===== src/rtl/gbuff_loader_pkg.sv =====
// rtl/gbuff_loader_pkg.sv - shared widths and defaults for the gbuff loader slice
package gbuff_loader_pkg;

    localparam int GBUFF_IN_W        = 32;
    localparam int GBUFF_OUT_W       = 64;
    localparam int GBUFF_ADDR_W      = 10;
    localparam int GBUFF_LEN_W       = 10;
    localparam int GBUFF_TIMEOUT_CYC = 4096;

endpackage


===== src/rtl/gbuff_rd_align.sv =====
// rtl/gbuff_rd_align.sv - aligns SRAM read data with the read strobe into the core's in_valid stream
module gbuff_rd_align
    import gbuff_loader_pkg::*;
#(
    parameter int IN_W = GBUFF_IN_W
) (
    input  logic            clk,
    input  logic            rst_n,
    input  logic            rd_en,
    input  logic [IN_W-1:0] a_rd_data,
    input  logic [IN_W-1:0] b_rd_data,
    output logic            in_valid,
    output logic [IN_W-1:0] gbuff_a,
    output logic [IN_W-1:0] gbuff_b,
    output logic            pending
);

    // rd_en_d1 marks the cycle the SRAM presents data; it is captured one cycle later.
    logic rd_en_d1;

    always_ff @(posedge clk or negedge rst_n) begin
        if (!rst_n) begin
            rd_en_d1 <= 1'b0;
            in_valid <= 1'b0;
            gbuff_a  <= '0;
            gbuff_b  <= '0;
        end else begin
            rd_en_d1 <= rd_en;
            in_valid <= rd_en_d1;
            if (rd_en_d1) begin
                gbuff_a <= a_rd_data;
                gbuff_b <= b_rd_data;
            end
        end
    end

    assign pending = rd_en_d1;

endmodule


===== src/rtl/gbuff_loader.sv =====
// rtl/gbuff_loader.sv - feeds A/B gbuff lines to the core and stores its result lines
// LOADER_TIMEOUT_EN adds TIMEOUT_CYC and the err output (collect-phase watchdog).
module gbuff_loader
    import gbuff_loader_pkg::*;
#(
    parameter int IN_W   = GBUFF_IN_W,
    parameter int OUT_W  = GBUFF_OUT_W,
    parameter int ADDR_W = GBUFF_ADDR_W,
    parameter int LEN_W  = GBUFF_LEN_W
`ifdef LOADER_TIMEOUT_EN
    ,
    parameter int TIMEOUT_CYC = GBUFF_TIMEOUT_CYC
`endif
) (
    input  logic              clk,
    input  logic              rst_n,
    input  logic              start,
    input  logic [LEN_W-1:0]  k_len,
    input  logic [LEN_W-1:0]  out_len,
    input  logic [ADDR_W-1:0] a_base,
    input  logic [ADDR_W-1:0] b_base,
    input  logic [ADDR_W-1:0] o_base,
    output logic              a_rd_en,
    output logic              b_rd_en,
    output logic [ADDR_W-1:0] a_rd_addr,
    output logic [ADDR_W-1:0] b_rd_addr,
    input  logic [IN_W-1:0]   a_rd_data,
    input  logic [IN_W-1:0]   b_rd_data,
    output logic              in_valid,
    output logic [IN_W-1:0]   gbuff_a,
    output logic [IN_W-1:0]   gbuff_b,
    input  logic              out_valid,
    input  logic [OUT_W-1:0]  gbuff_out,
    output logic              o_wr_en,
    output logic [ADDR_W-1:0] o_wr_addr,
    output logic [OUT_W-1:0]  o_wr_data,
    output logic              busy,
    output logic              done
`ifdef LOADER_TIMEOUT_EN
    ,
    output logic              err
`endif
);

    localparam logic [1:0] S_IDLE    = 2'd0;
    localparam logic [1:0] S_FEED    = 2'd1;
    localparam logic [1:0] S_COLLECT = 2'd2;
    localparam logic [1:0] S_FIN     = 2'd3;

    localparam logic [LEN_W-1:0]  LEN_ONE  = LEN_W'(1);
    localparam logic [ADDR_W-1:0] ADDR_ONE = ADDR_W'(1);

    logic [1:0]        state;
    logic [LEN_W-1:0]  k_len_r;
    logic [LEN_W-1:0]  out_len_r;
    logic [LEN_W-1:0]  rd_cnt;
    logic [LEN_W-1:0]  wr_cnt;
    logic [ADDR_W-1:0] o_ptr;
    logic              rd_en;
    logic              pending;
    logic              accept;
    logic              wr_take;
    logic              collect_done;
    logic              timeout_hit;

    assign a_rd_en = rd_en;
    assign b_rd_en = rd_en;

    // The done cycle itself is treated as the tail of the job, so a start there is dropped.
    assign accept  = (state == S_IDLE) && start && !done;

    // Result lines are taken while feeding too, since the core may overlap its output.
    assign wr_take = out_valid && ((state == S_FEED) || (state == S_COLLECT))
                     && (wr_cnt != out_len_r);

    // Waiting on pending keeps done behind the last in_valid.
    assign collect_done = (wr_cnt == out_len_r) && !pending;

`ifdef LOADER_TIMEOUT_EN
    localparam int              TO_W    = $clog2(TIMEOUT_CYC + 1);
    localparam logic [TO_W-1:0] TO_LAST = TO_W'(TIMEOUT_CYC - 1);
    localparam logic [TO_W-1:0] TO_ONE  = TO_W'(1);

    logic [TO_W-1:0] idle_cnt;

    assign timeout_hit = (state == S_COLLECT) && !out_valid && !collect_done && !pending
                         && (idle_cnt == TO_LAST);

    always_ff @(posedge clk or negedge rst_n) begin
        if (!rst_n) begin
            idle_cnt <= '0;
            err      <= 1'b0;
        end else begin
            if (accept) begin
                err <= 1'b0;
            end else if (timeout_hit) begin
                err <= 1'b1;
            end
            if ((state != S_COLLECT) || out_valid) begin
                idle_cnt <= '0;
            end else if (!timeout_hit) begin
                idle_cnt <= idle_cnt + TO_ONE;
            end
        end
    end
`else
    assign timeout_hit = 1'b0;
`endif

    always_ff @(posedge clk or negedge rst_n) begin
        if (!rst_n) begin
            state     <= S_IDLE;
            k_len_r   <= '0;
            out_len_r <= '0;
            rd_cnt    <= '0;
            wr_cnt    <= '0;
            o_ptr     <= '0;
            rd_en     <= 1'b0;
            a_rd_addr <= '0;
            b_rd_addr <= '0;
            o_wr_en   <= 1'b0;
            o_wr_addr <= '0;
            o_wr_data <= '0;
            busy      <= 1'b0;
            done      <= 1'b0;
        end else begin
            done    <= 1'b0;
            o_wr_en <= 1'b0;

            if (wr_take) begin
                o_wr_en   <= 1'b1;
                o_wr_data <= gbuff_out;
                o_wr_addr <= o_ptr;
                o_ptr     <= o_ptr + ADDR_ONE;
                wr_cnt    <= wr_cnt + LEN_ONE;
            end

            case (state)
                S_IDLE: begin
                    if (accept) begin
                        k_len_r   <= k_len;
                        out_len_r <= out_len;
                        o_ptr     <= o_base;
                        wr_cnt    <= '0;
                        busy      <= 1'b1;
                        if (k_len != '0) begin
                            state     <= S_FEED;
                            rd_en     <= 1'b1;
                            rd_cnt    <= LEN_ONE;
                            a_rd_addr <= a_base;
                            b_rd_addr <= b_base;
                        end else if (out_len != '0) begin
                            state <= S_COLLECT;
                        end else begin
                            state <= S_FIN;
                        end
                    end
                end
                S_FEED: begin
                    // rd_cnt counts reads already issued, including the one on the bus now.
                    if (rd_cnt == k_len_r) begin
                        rd_en <= 1'b0;
                        state <= S_COLLECT;
                    end else begin
                        a_rd_addr <= a_rd_addr + ADDR_ONE;
                        b_rd_addr <= b_rd_addr + ADDR_ONE;
                        rd_cnt    <= rd_cnt + LEN_ONE;
                    end
                end
                S_COLLECT: begin
                    if (timeout_hit) begin
                        done  <= 1'b1;
                        busy  <= 1'b0;
                        state <= S_IDLE;
                    end else if (collect_done) begin
                        state <= S_FIN;
                    end
                end
                S_FIN: begin
                    done  <= 1'b1;
                    busy  <= 1'b0;
                    state <= S_IDLE;
                end
                default: state <= S_IDLE;
            endcase
        end
    end

    gbuff_rd_align #(
        .IN_W (IN_W)
    ) u_rd_align (
        .clk       (clk),
        .rst_n     (rst_n),
        .rd_en     (rd_en),
        .a_rd_data (a_rd_data),
        .b_rd_data (b_rd_data),
        .in_valid  (in_valid),
        .gbuff_a   (gbuff_a),
        .gbuff_b   (gbuff_b),
        .pending   (pending)
    );

endmodule


===== config.mk =====
export PLATFORM = sky130hd
export DESIGN_NAME = gbuff_loader
export DESIGN_NICKNAME = d
export VERILOG_FILES = /design/src/rtl/gbuff_loader_pkg.sv /design/src/rtl/gbuff_rd_align.sv /design/src/rtl/gbuff_loader.sv
export SDC_FILE = /design/constraint.sdc
export NUM_CORES = 1
export LEC_CHECK = 0
export CAP_MARGIN = 40
export CORE_AREA = 10 10 166 168
export DETAILED_ROUTE_END_ITERATION = 16
export DIE_AREA = 0 0 176 178
export GPL_ROUTABILITY_DRIVEN = 1
export HOLD_SLACK_MARGIN = 0.06
export PLACE_DENSITY = 0.72
export SETUP_SLACK_MARGIN = 0.5
export SYNTH_ARGS = -nofsm -noshare
export SYNTH_HDL_FRONTEND = slang
export SYNTH_SLANG_ARGS = --single-unit

===== constraint.sdc =====
create_clock -name clk -period 2.63 [get_ports clk]
set_input_delay 0.526 -clock clk [delete_from_list [all_inputs] [get_ports clk]]
set_output_delay 0.526 -clock clk [all_outputs]
set_load 0.05 [all_outputs]

==> reports/results.tsv <==
stage	metric	value	unit
outcome	run_status	completed	
sta	tightest_slew	839.8	ps
synth	synth-seq-area-share	0.5676	
critical_path	cp_slowest_stage_delay	440	ps
cts	cts_root_buffer	clkbuf_16	
critical_path	worstPathCellList	xor2_1 -> nor4_2 -> nand4b_1 -> a221o_1 -> mux2_4	
floorplan	ios	346	
drt	vias_per_cell	5.029	
floorplan	die_h	178	µm
drt	wirelength	30990	µm
sta	max_freq	474.8	MHz
cts	tritoncts	built	
global_routing	grt_pass1_vias	8389	
sta	hold_viol	0	
critical_path	crit_required	3020	ps
critical_path	startpoint_type	flop	
sta	slew_viol_final	0	
floorplan	die-area	0.03133	mm²
cells_and_area	multi_input_area	0.003943	mm²
synth	async_flop_share	1.000	
floorplan	start_util	0.3950	
cts	cts.path.max_buffers	3	
floorplan	die_w	176	µm
job	maxCapViolCount	0	
critical_path	crit_type	reg2reg	
cts	clk_pin_slew	60	ps
global_routing	grt_max_degree	70	
sta	fin_crit	2106	ps
synth	yosys_warnings	0	
cells_and_area	synthToLayoutAreaGrowth	49.32	%
critical_path	worst_ep_arrival_time	2490	ps
place	port_buffers	345	
critical_path	cp_max_fo	4	
global_routing	grt_usage	0.1897	
synth	synth_cell_types	63	
pwr	power_density	1338	mW/mm²
sta	fin_crit_sh	0.8008	
synth	synth_area	0.009523	mm²
critical_path	end_kind	flop	
synth	synth_seq_cells	216	
drt	ant_nets	0	
cts	cts.sinks	216	
sta	slew_headroom	0.4401	
cts	clkLatencyLatePin	510	ps
cells_and_area	stdcell_count	1639	
min_path	min_path_type	reg2reg	
synth	syn_avg_cell_area	10.27	µm²
pwr	vdd_ir_drop_max	0.0007084	V
cells_and_area	final_util	0.5899	
drt	first_iter_violations	661	
floorplan	fp-row-count	57	
place	place_inst	1586	
pwr	power_leakage	6.716	nW
synth	synth-edff-count	0	
cells_and_area	drive_above_1_share	0.1437	
synth	synth_fp_nets	1119	
sta	rsz0062_at_grt	true	
drt	first_pass_iters	4	
global_routing	antenna_found_initial	0	
global_routing	gr-total-overflow	0	
floorplan	core_area	0.02411	mm²
global_routing	grt_pass1_wl	48090	µm
synth	ys.flop_type	dfrtp_1	
cells_and_area	num_antenna_cells	0	
synth	netlist_instances	927	
place	place_hpwl	23050	µm
sta	setup_viol	0	
drt	vias	8243	
cts	htreeDepth	1	
drt	drc	0	
sta	fin_skew	16.63	ps
cts	cts_buffers	24	
cells_and_area	ff_latch_area	0.005409	mm²
place	place.gp.congestion	0.8276	
critical_path	slowest_stage	dfrtp_1	
cells_and_area	final_nets	1491	
drt	wl_per_cell	18.91	µm
cells_and_area	fillCellCount	2126	
stage by stage:
stage	setup slack [ps]	total power, W	cell area (µm²)	TNS, ps	hold WS (ps)
after CTS	451.0	0.01901	14100	0	471.2
after detailed placement	-117.9	0.01648	13510	-724.2	460.9
after floorplan	525.1	0.01256	9523	0	230.4
final	523.9	0.01902	14220	0	465.9
after global routing	413.2	0.02017	14220	0	490.7
after global placement	-68.70	0.01625	13510	-440.5	457.0
cells by family after synthesis:
kind of cell,after synthesis,share of synthesized area
adders and majority gates,10,0.01314
DFF,216,0.5676
xor gates and xnor gates,22,0.02023
buffers and inverters,60,0.02864
and+or+nand+nor,438,0.2051
AOI/OAI and AO/OA,110,0.08159
muxes,71,0.08369
repair_timing:
action                     in CTS  in global routing
setup endpoints to repair     241                112
pin swaps                       0                 12
gates cloned                    0                  1
hold endpoints to repair       65                  0
gates resized for setup       177                 29
setup buffers                   1                  8
hold buffers                    1                  0
registers in the layout (all words and copies together), names as in the netlist, 2 cells and up:
signal and count:
b_rd_addr 10, o_ptr 10, k_len_r 10, wr_cnt 10, a_rd_addr 10, u_rd_align.gbuff_a 32
u_rd_align.gbuff_b 32, o_wr_addr 10, out_len_r 10, rd_cnt 10, state 2, o_wr_data 64
layer usage:
metal / up-vias / part of all wire / GRT usage / wire length, µm
li1: 3958 / - / - / -
met1: 3956 / 0.40 / 0.2304 / 12360
met2: 294 / 0.51 / 0.3399 / 15950
met3: 35 / 0.069 / 0.03784 / 2143
met4: 0 / 0.017 / 0.04345 / 538
met5: - / 0 / 0 / 0
layout make-up:
cell class | count | share of cell area
clock inverter | 4 | 0.002200
sequential | 216 | 0.3804
inverter | 11 | 0.002904
multi-input combinational | 651 | 0.2773
tap | 324 | 0.02851
clock buffer | 38 | 0.04875
timing repair buffer | 395 | 0.2600
Yosys cell counts, types with 5 or more instances:
cell,number,area share
nand3_1,22,0.012
a311oi_1,9,0.0083
o31ai_1,9,0.0071
nand2_1,306,0.12
mux2_2,65,0.077
or4_1,10,0.0079
dfrtp_1,216,0.57
mux2i_1,5,0.0053
xor2_1,20,0.018
nor4_1,10,0.0066
clkbuf_1,28,0.011
o21ai_0,5,0.0026
nor3_1,15,0.0079
nor2_1,25,0.0099
buf_2,14,0.0074
a21oi_1,18,0.0095
ha_1,10,0.013
nand4_1,9,0.0059
and3_1,13,0.0085
inv_1,10,0.0039
a31oi_1,19,0.012
and4_1,6,0.0055
o22ai_1,18,0.012
power by group:
group / total (W) / internal (W) / switching [W]
Combinational: 0.0103 / 0.00327 / 0.00705
Clock: 0.00311 / 0.00180 / 0.00131
Sequential: 0.00560 / 0.00465 / 0.000943
cell usage in the layout (no fill, tap or decap), types with 8 or more instances in the layout:
master / n
o22ai_1: 17
dlygate4sd2_1: 156
clkbuf_16: 24
o31ai_1: 9
a21oi_1: 16
nor3_1: 15
nand4_1: 9
a311oi_1: 9
buf_4: 40
or4_1: 9
mux2_2: 65
clkdlybuf4s50_1: 180
ha_1: 9
inv_1: 8
xor2_1: 19
nor2_1: 21
clkbuf_1: 10
nand2_1: 306
dfrtp_1: 213
and3_1: 12
nand3_1: 22
a31oi_1: 18
critical path: cells and delay by family (launching register included):
family	cells	cell delay (ps)
XOR/XNOR	1	170
multiplexers	1	310
AND/OR/NAND/NOR	2	620
flip-flops	1	440
AO/OA/AOI/OAI	1	440
final timing paths:
check / cells past startpoint / slack [ps] / to / startpoint
setup reg to reg: 5 / 520 / state[0] / wr_cnt[0]
min in group asynchronous: 2 / 570 / u_rd_align.gbuff_b[15] / rst_n
hold / removal: 2 / 470 / o_wr_data[38] / o_wr_data[38]
hold reg to reg: 2 / 470 / o_wr_data[38] / o_wr_data[38]
setup / recovery: 5 / 520 / state[0] / wr_cnt[0]
max in group asynchronous: 3 / 1330 / o_wr_data[23] / rst_n
(Power assumes the default switching activity.)
==> RTL edit 1: new RTL, config.mk and constraints unchanged <==
The package constant `GBUFF_ADDR_W` goes from 10 to 11.
--- a/src/rtl/gbuff_loader_pkg.sv
+++ b/src/rtl/gbuff_loader_pkg.sv
@@ -5,3 +5,3 @@
     localparam int GBUFF_OUT_W       = 64;
-    localparam int GBUFF_ADDR_W      = 10;
+    localparam int GBUFF_ADDR_W      = 11;
     localparam int GBUFF_LEN_W       = 10;
Ports: changed (6 resized); port bits go from 346 to 352. The function was not compared with the original's and may differ.
==> RTL edit 1 against the unedited design <==
- routed wire length grew 9.0%
- critical path depth grew 4
- synthesized area grew 2.7%
- final area grew 7.5%
- sequential cell count grew 4
- highest routed layer unchanged
- setup slack lost 0.33 ns
- non-clock buffer count grew 39
Power is not compared: it rests on default switching activity, and its combinational part moved more than twofold at a synthesized area within 25%.
==> RTL edit 1: results (changes against the unedited design) <==
CP startpoint state[1] (was wr_cnt[0]); xor and xnor area share after synthesis 0.0215 (was 0.0202); WL met2 18200 um (was 15900 um); Crit path largest cell delay 0.48 ns (was 0.44 ns); CTS root buf clkbuf_16 (unchanged); H-tree depth 1 (unchanged); Post-Place Cells 1640 (was 1586); largest net degree at the start of global routing 66 (was 70); Detail Placement HPWL 24400 um (was 23100 um); DR pass1 iterations 5 (was 4); Compound-Gate Fraction of Synth Area 0.0811 (was 0.0816); Internal between 6 and 7 mW; syn nets 1165 (was 1119); Post-Synth Adder-Cell Area 0.0115 (was 0.0131); top layer in use met4 (unchanged); vias in the first global route 8885 (was 8389); core area 0.0241 mm2 (unchanged); Syn. warnings 0 (unchanged); CP max-delay cell or4b_4 (was dfrtp_1); Final Wtd Congestion 0.854 (was 0.828); filler cell count 2071 (was 2126); wl on met1 13000 um (was 12400 um); total track usage 0.205 (was 0.190); Slew @ Worst Pin 0.848 ns (was 0.840 ns); cells after synthesis 971 (was 927); Max clock buf depth 3 (unchanged); first-pass GRT wire length 51400 um (was 48100 um); initial antenna violation count 3 (was 0); initial drt markers 671 (was 661); FMAX 410 MHz (was 475 MHz); layout cell share with drive strength beyond 1 0.180 (was 0.144); clk_skew 0.0137 ns (was 0.0166 ns); Reg2Reg Depth 9 (was 5); routed wire length 33800 um (was 31000 um); Worst-path clk slew 0.06 ns (about the same); Synth top cells by count 326 x nand2_1, 220 x dfrtp_1, 64 x mux2_2 (was 306 x nand2_1, 216 x dfrtp_1, 65 x mux2_2); reg2reg end rd_cnt[4] (was state[0]); status finished, final reports clean (unchanged); Buffers on Ports 351 (was 345); register area share after synthesis 0.563 (was 0.568); vias per inst 5.10 (was 5.03); mux cell area share after synthesis 0.0862 (was 0.0837); TritonCTS Buffers 25 (was 24); synth top area cells dfrtp_1 56%, nand2_1 13%, mux2_2 7.4% (was dfrtp_1 57%, nand2_1 12%, mux2_2 7.7%); met3 WL 1890 um (was 2140 um); crit path max fanout 8 (was 4); Final Non-Filler Cells 1728 (was 1639); Critical Path AT 2.84 ns (was 2.49 ns); pre-CTS setup slack -0.242 ns (was -0.118 ns); dpl cell area 0.0140 mm2 (was 0.0135 mm2)
[RTL edit 1: changes by cell type after synthesis, moves of 8 or more]
cell,change
xor2_1,-18
nand4_1,+9
a31oi_1,-12
clkbuf_1,+8
or3_1,+11
nor4_1,-8
nor2_1,+9
o22ai_1,-9
xnor2_1,+20
nand2_1,+20
[RTL edit 1: worst min-delay path by stage]
| stage | startpoint | endpoint | slack, ns | cells after the start |
|---|---|---|---|---|
| global placement | o_wr_data[63] | o_wr_data[63] | 0.46 | 2 |
| finish | o_wr_data[20] | o_wr_data[20] | 0.47 | 2 |
| floorplan | rst_n | a_rd_addr[0] | 0.23 | 0 |
| global route | o_wr_data[41] | o_wr_data[41] | 0.48 | 2 |
| detailed placement | o_wr_data[20] | o_wr_data[20] | 0.46 | 2 |
| CTS | o_wr_data[20] | o_wr_data[20] | 0.47 | 2 |
[RTL edit 1: power by group through the flow]
stage	Clock (mW)	Combinational, mW	Sequential, mW
3_5_place_dp	0	1.92	3.91
5_1_grt	3.94	2.07	3.90
6_report	3.73	1.92	3.86
2_1_floorplan	0	0.599	4.34
3_3_place_gp	0	1.89	3.90
4_1_cts	3.80	1.91	3.85
[RTL edit 1: kinds of logic after synthesis]
group / count (synthesis)
AND/OR/NAND/NOR: 471
flip-flops: 220
AO/OA/AOI/OAI: 113
multiplexers: 76
buffers and inverters: 58
XOR/XNOR: 24
adder cells (fa/ha/maj): 9
[RTL edit 1: timing repair]
action	4_1_cts	5_1_grt
endpoints found under the setup margin	288	44
pin swaps	36	11
cloned	1	0
hold buffers	1	0
setup buffers	31	6
hold endpoints to repair	46	0
gates resized for setup	221	25
[RTL edit 1: layout make-up]
cell class	instances	area [um2]	area share
Sequential cell	220	5510	0.361
Multi-Input combinational cell	693	4300	0.282
Inverter	8	30.0	0.00197
Antenna cell	4	10.0	0.000655
Clock buffer	36	737	0.0482
Clock inverter	9	153	0.00999
Timing Repair Buffer	434	4130	0.270
Tap cell	324	405	0.0265
[RTL edit 1: worst max-delay path, delay by kind of cell (launching register included)]
| kind | cells | cell delay, ns |
|---|---|---|
| AO/OA/AOI/OAI | 2 | 0.39 |
| buffers and inverters | 3 | 0.42 |
| multiplexers | 1 | 0.32 |
| flip-flops | 1 | 0.40 |
| adder cells (fa/ha/maj) | 1 | 0.15 |
| AND/OR/NAND/NOR | 2 | 0.63 |
[RTL edit 1: routing by layer]
layer / up-vias / track usage
li1: 4181 / -
met1: 4322 / 0.235
met2: 263 / 0.380
met3: 44 / 0.0402
met4: 0 / 0.0540
met5: - / 0
==> RTL edit 2: new RTL, same settings <==
Made on the original files. Put a register stage on the output `gbuff_b`. The value now appears one clock later. The other outputs are not delayed to match.
--- a/src/rtl/gbuff_loader.sv
+++ b/src/rtl/gbuff_loader.sv
@@ -52,2 +52,4 @@
 
+    logic [IN_W-1:0] gbuff_b_d;
+
     logic [1:0]        state;
@@ -198,3 +200,3 @@
         .gbuff_a   (gbuff_a),
-        .gbuff_b   (gbuff_b),
+        .gbuff_b   (gbuff_b_d),
         .pending   (pending)
@@ -202,2 +204,6 @@
 
+    always_ff @(posedge clk) begin
+        gbuff_b <= gbuff_b_d;
+    end
+
 endmodule
Check against the original RTL: not equivalent (a bounded check fails within 4 cycles, from zero or initial values and one cycle with rst_n low).
==> RTL edit 2 against the unedited design <==
- sequential cell count is 32 higher
- setup slack got worse by 0.023 ns
- final area is 7.1% higher
- synthesized cell count fell by 10%
- global-route usage down 0.32 points
- count of clock-buffer cells in the layout grew 3
- synthesized area up 7.4%
- power rose by 9.0%
- routed wire length grew 0.70%
- clock skew fell by 0.0092 ns
- hold slack lost 0.11 ns
- largest power group unchanged
- highest routed layer unchanged
==> RTL edit 2: results (changes against the unedited design) <==
status finished, final reports clean (unchanged); initial drt markers 429 (was 661); DR vias 8085 (was 8243); Lkg Pwr 6.70 nW (was 6.72 nW); DR pass1 iterations 5 (was 4); initial antenna violation count 2 (was 0); P_clk 3.92 mW (was 3.11 mW); layout cell share with drive strength beyond 1 0.170 (was 0.144); total track usage 0.187 (was 0.190); crit path max fanout 21 (was 4); clk_skew 0.00743 ns (was 0.0166 ns); Post-Synth Adder-Cell Area 0.0122 (was 0.0131); filler cell count 2003 (was 2126); mux cell area share after synthesis 0.161 (was 0.0837); syn nets 1024 (was 1119); Compound-Gate Fraction of Synth Area 0.0676 (was 0.0816); DR WL/cell 20.1 um (was 18.9 um); Final nets 1399 (was 1491); CP max-delay cell nor4_4 (was dfrtp_1); Post-Syn Area per Cell 12.3 um2 (was 10.3 um2); largest net degree at the start of global routing 73 (was 70); synth top area cells dfrtp_1 53%, mux2_2 8.8%, mux2_1 6.6% (was dfrtp_1 57%, nand2_1 12%, mux2_2 7.7%); Post-Place Cells 1488 (was 1586); Final Non-Filler Cells 1553 (was 1639); final instance area 0.0152 mm2 (was 0.0142 mm2); Detail Placement HPWL 22500 um (was 23100 um); Critical Path Sink o_wr_data[46] (was state[0]); Max rail drop VDD 0.779 mV (was 0.708 mV); vias in the first global route 8503 (was 8389); register area share after synthesis 0.591 (was 0.568); TritonCTS Buffers 27 (was 24); Worst-path clk slew 0.06 ns (about the same); Final Wtd Congestion 0.863 (was 0.828); Slew @ Worst Pin 0.866 ns (was 0.840 ns); Reg2Reg Setup Slack 0.50 ns (was 0.52 ns); post-synthesis cell type count 52 (was 63); Synth top cells by count 216 x dfrtp_1, 100 x nand2_1, 80 x mux2_2 (was 306 x nand2_1, 216 x dfrtp_1, 65 x mux2_2); Reg2Reg Depth 6 (was 5); Internal 11.3 mW (was 9.72 mW); Crit path largest cell delay 0.53 ns (was 0.44 ns); Synth async-reset ratio 0.871 (was 1.00); xor and xnor area share after synthesis 0.0197 (was 0.0202); first-pass GRT wire length 47300 um (was 48100 um); Gate power share 0.507 (was 0.542); Largest register FFs 64 (unchanged); Critical Path AT 2.53 ns (was 2.49 ns); Biggest register o_wr_data (unchanged)
## RTL edit 2: routing by layer
layer	GRT usage	vias to the layer above	routed length (um)
li1	-	3757	-
met1	0.218	3997	12200
met2	0.322	301	15600
met3	0.0723	30	2970
met4	0.0343	0	382
met5	0	-	0
## RTL edit 2: what timing repair did
item	4_1_cts	5_1_grt
setup buffers	2	4
gates cloned	0	7
hold buffers	1	0
pin swaps	3	2
gates resized for setup	173	32
endpoints found under the hold margin	64	0
endpoints found under the setup margin	194	117
## RTL edit 2: worst min path at each step
| stage | startpoint | end | slack, ns | depth (start not counted) |
|---|---|---|---|---|
| 5_1_grt | u_rd_align.gbuff_b[21] | gbuff_b[21] | 0.37 | 0 |
| 3_5_place_dp | u_rd_align.gbuff_b[10] | gbuff_b[10] | 0.35 | 0 |
| 3_3_place_gp | u_rd_align.gbuff_b[19] | gbuff_b[19] | 0.35 | 0 |
| 2_1_floorplan | rst_n | a_rd_addr[0] | 0.23 | 0 |
| 6_report | u_rd_align.gbuff_b[30] | gbuff_b[30] | 0.36 | 0 |
| 4_1_cts | u_rd_align.gbuff_b[23] | gbuff_b[23] | 0.36 | 0 |
## RTL edit 2: metrics by stage
step	power (mW)	hold slack, ns	worst slack [ns]
global placement	17.0	0.347	0.0760
detailed placement	17.2	0.350	0.0361
global route	21.8	0.373	0.417
finish	20.7	0.357	0.501
CTS	20.5	0.360	0.481
floorplan	13.3	0.230	0.612
## RTL edit 2: cell type report
cell class	count	share of cell area
timing repair buffer	391	0.247
inverter	13	0.00320
clock buffer	41	0.0532
clock inverter	8	0.00797
tap	324	0.0266
sequential	248	0.397
antenna	2	0.000329
multi-input combinational	526	0.264
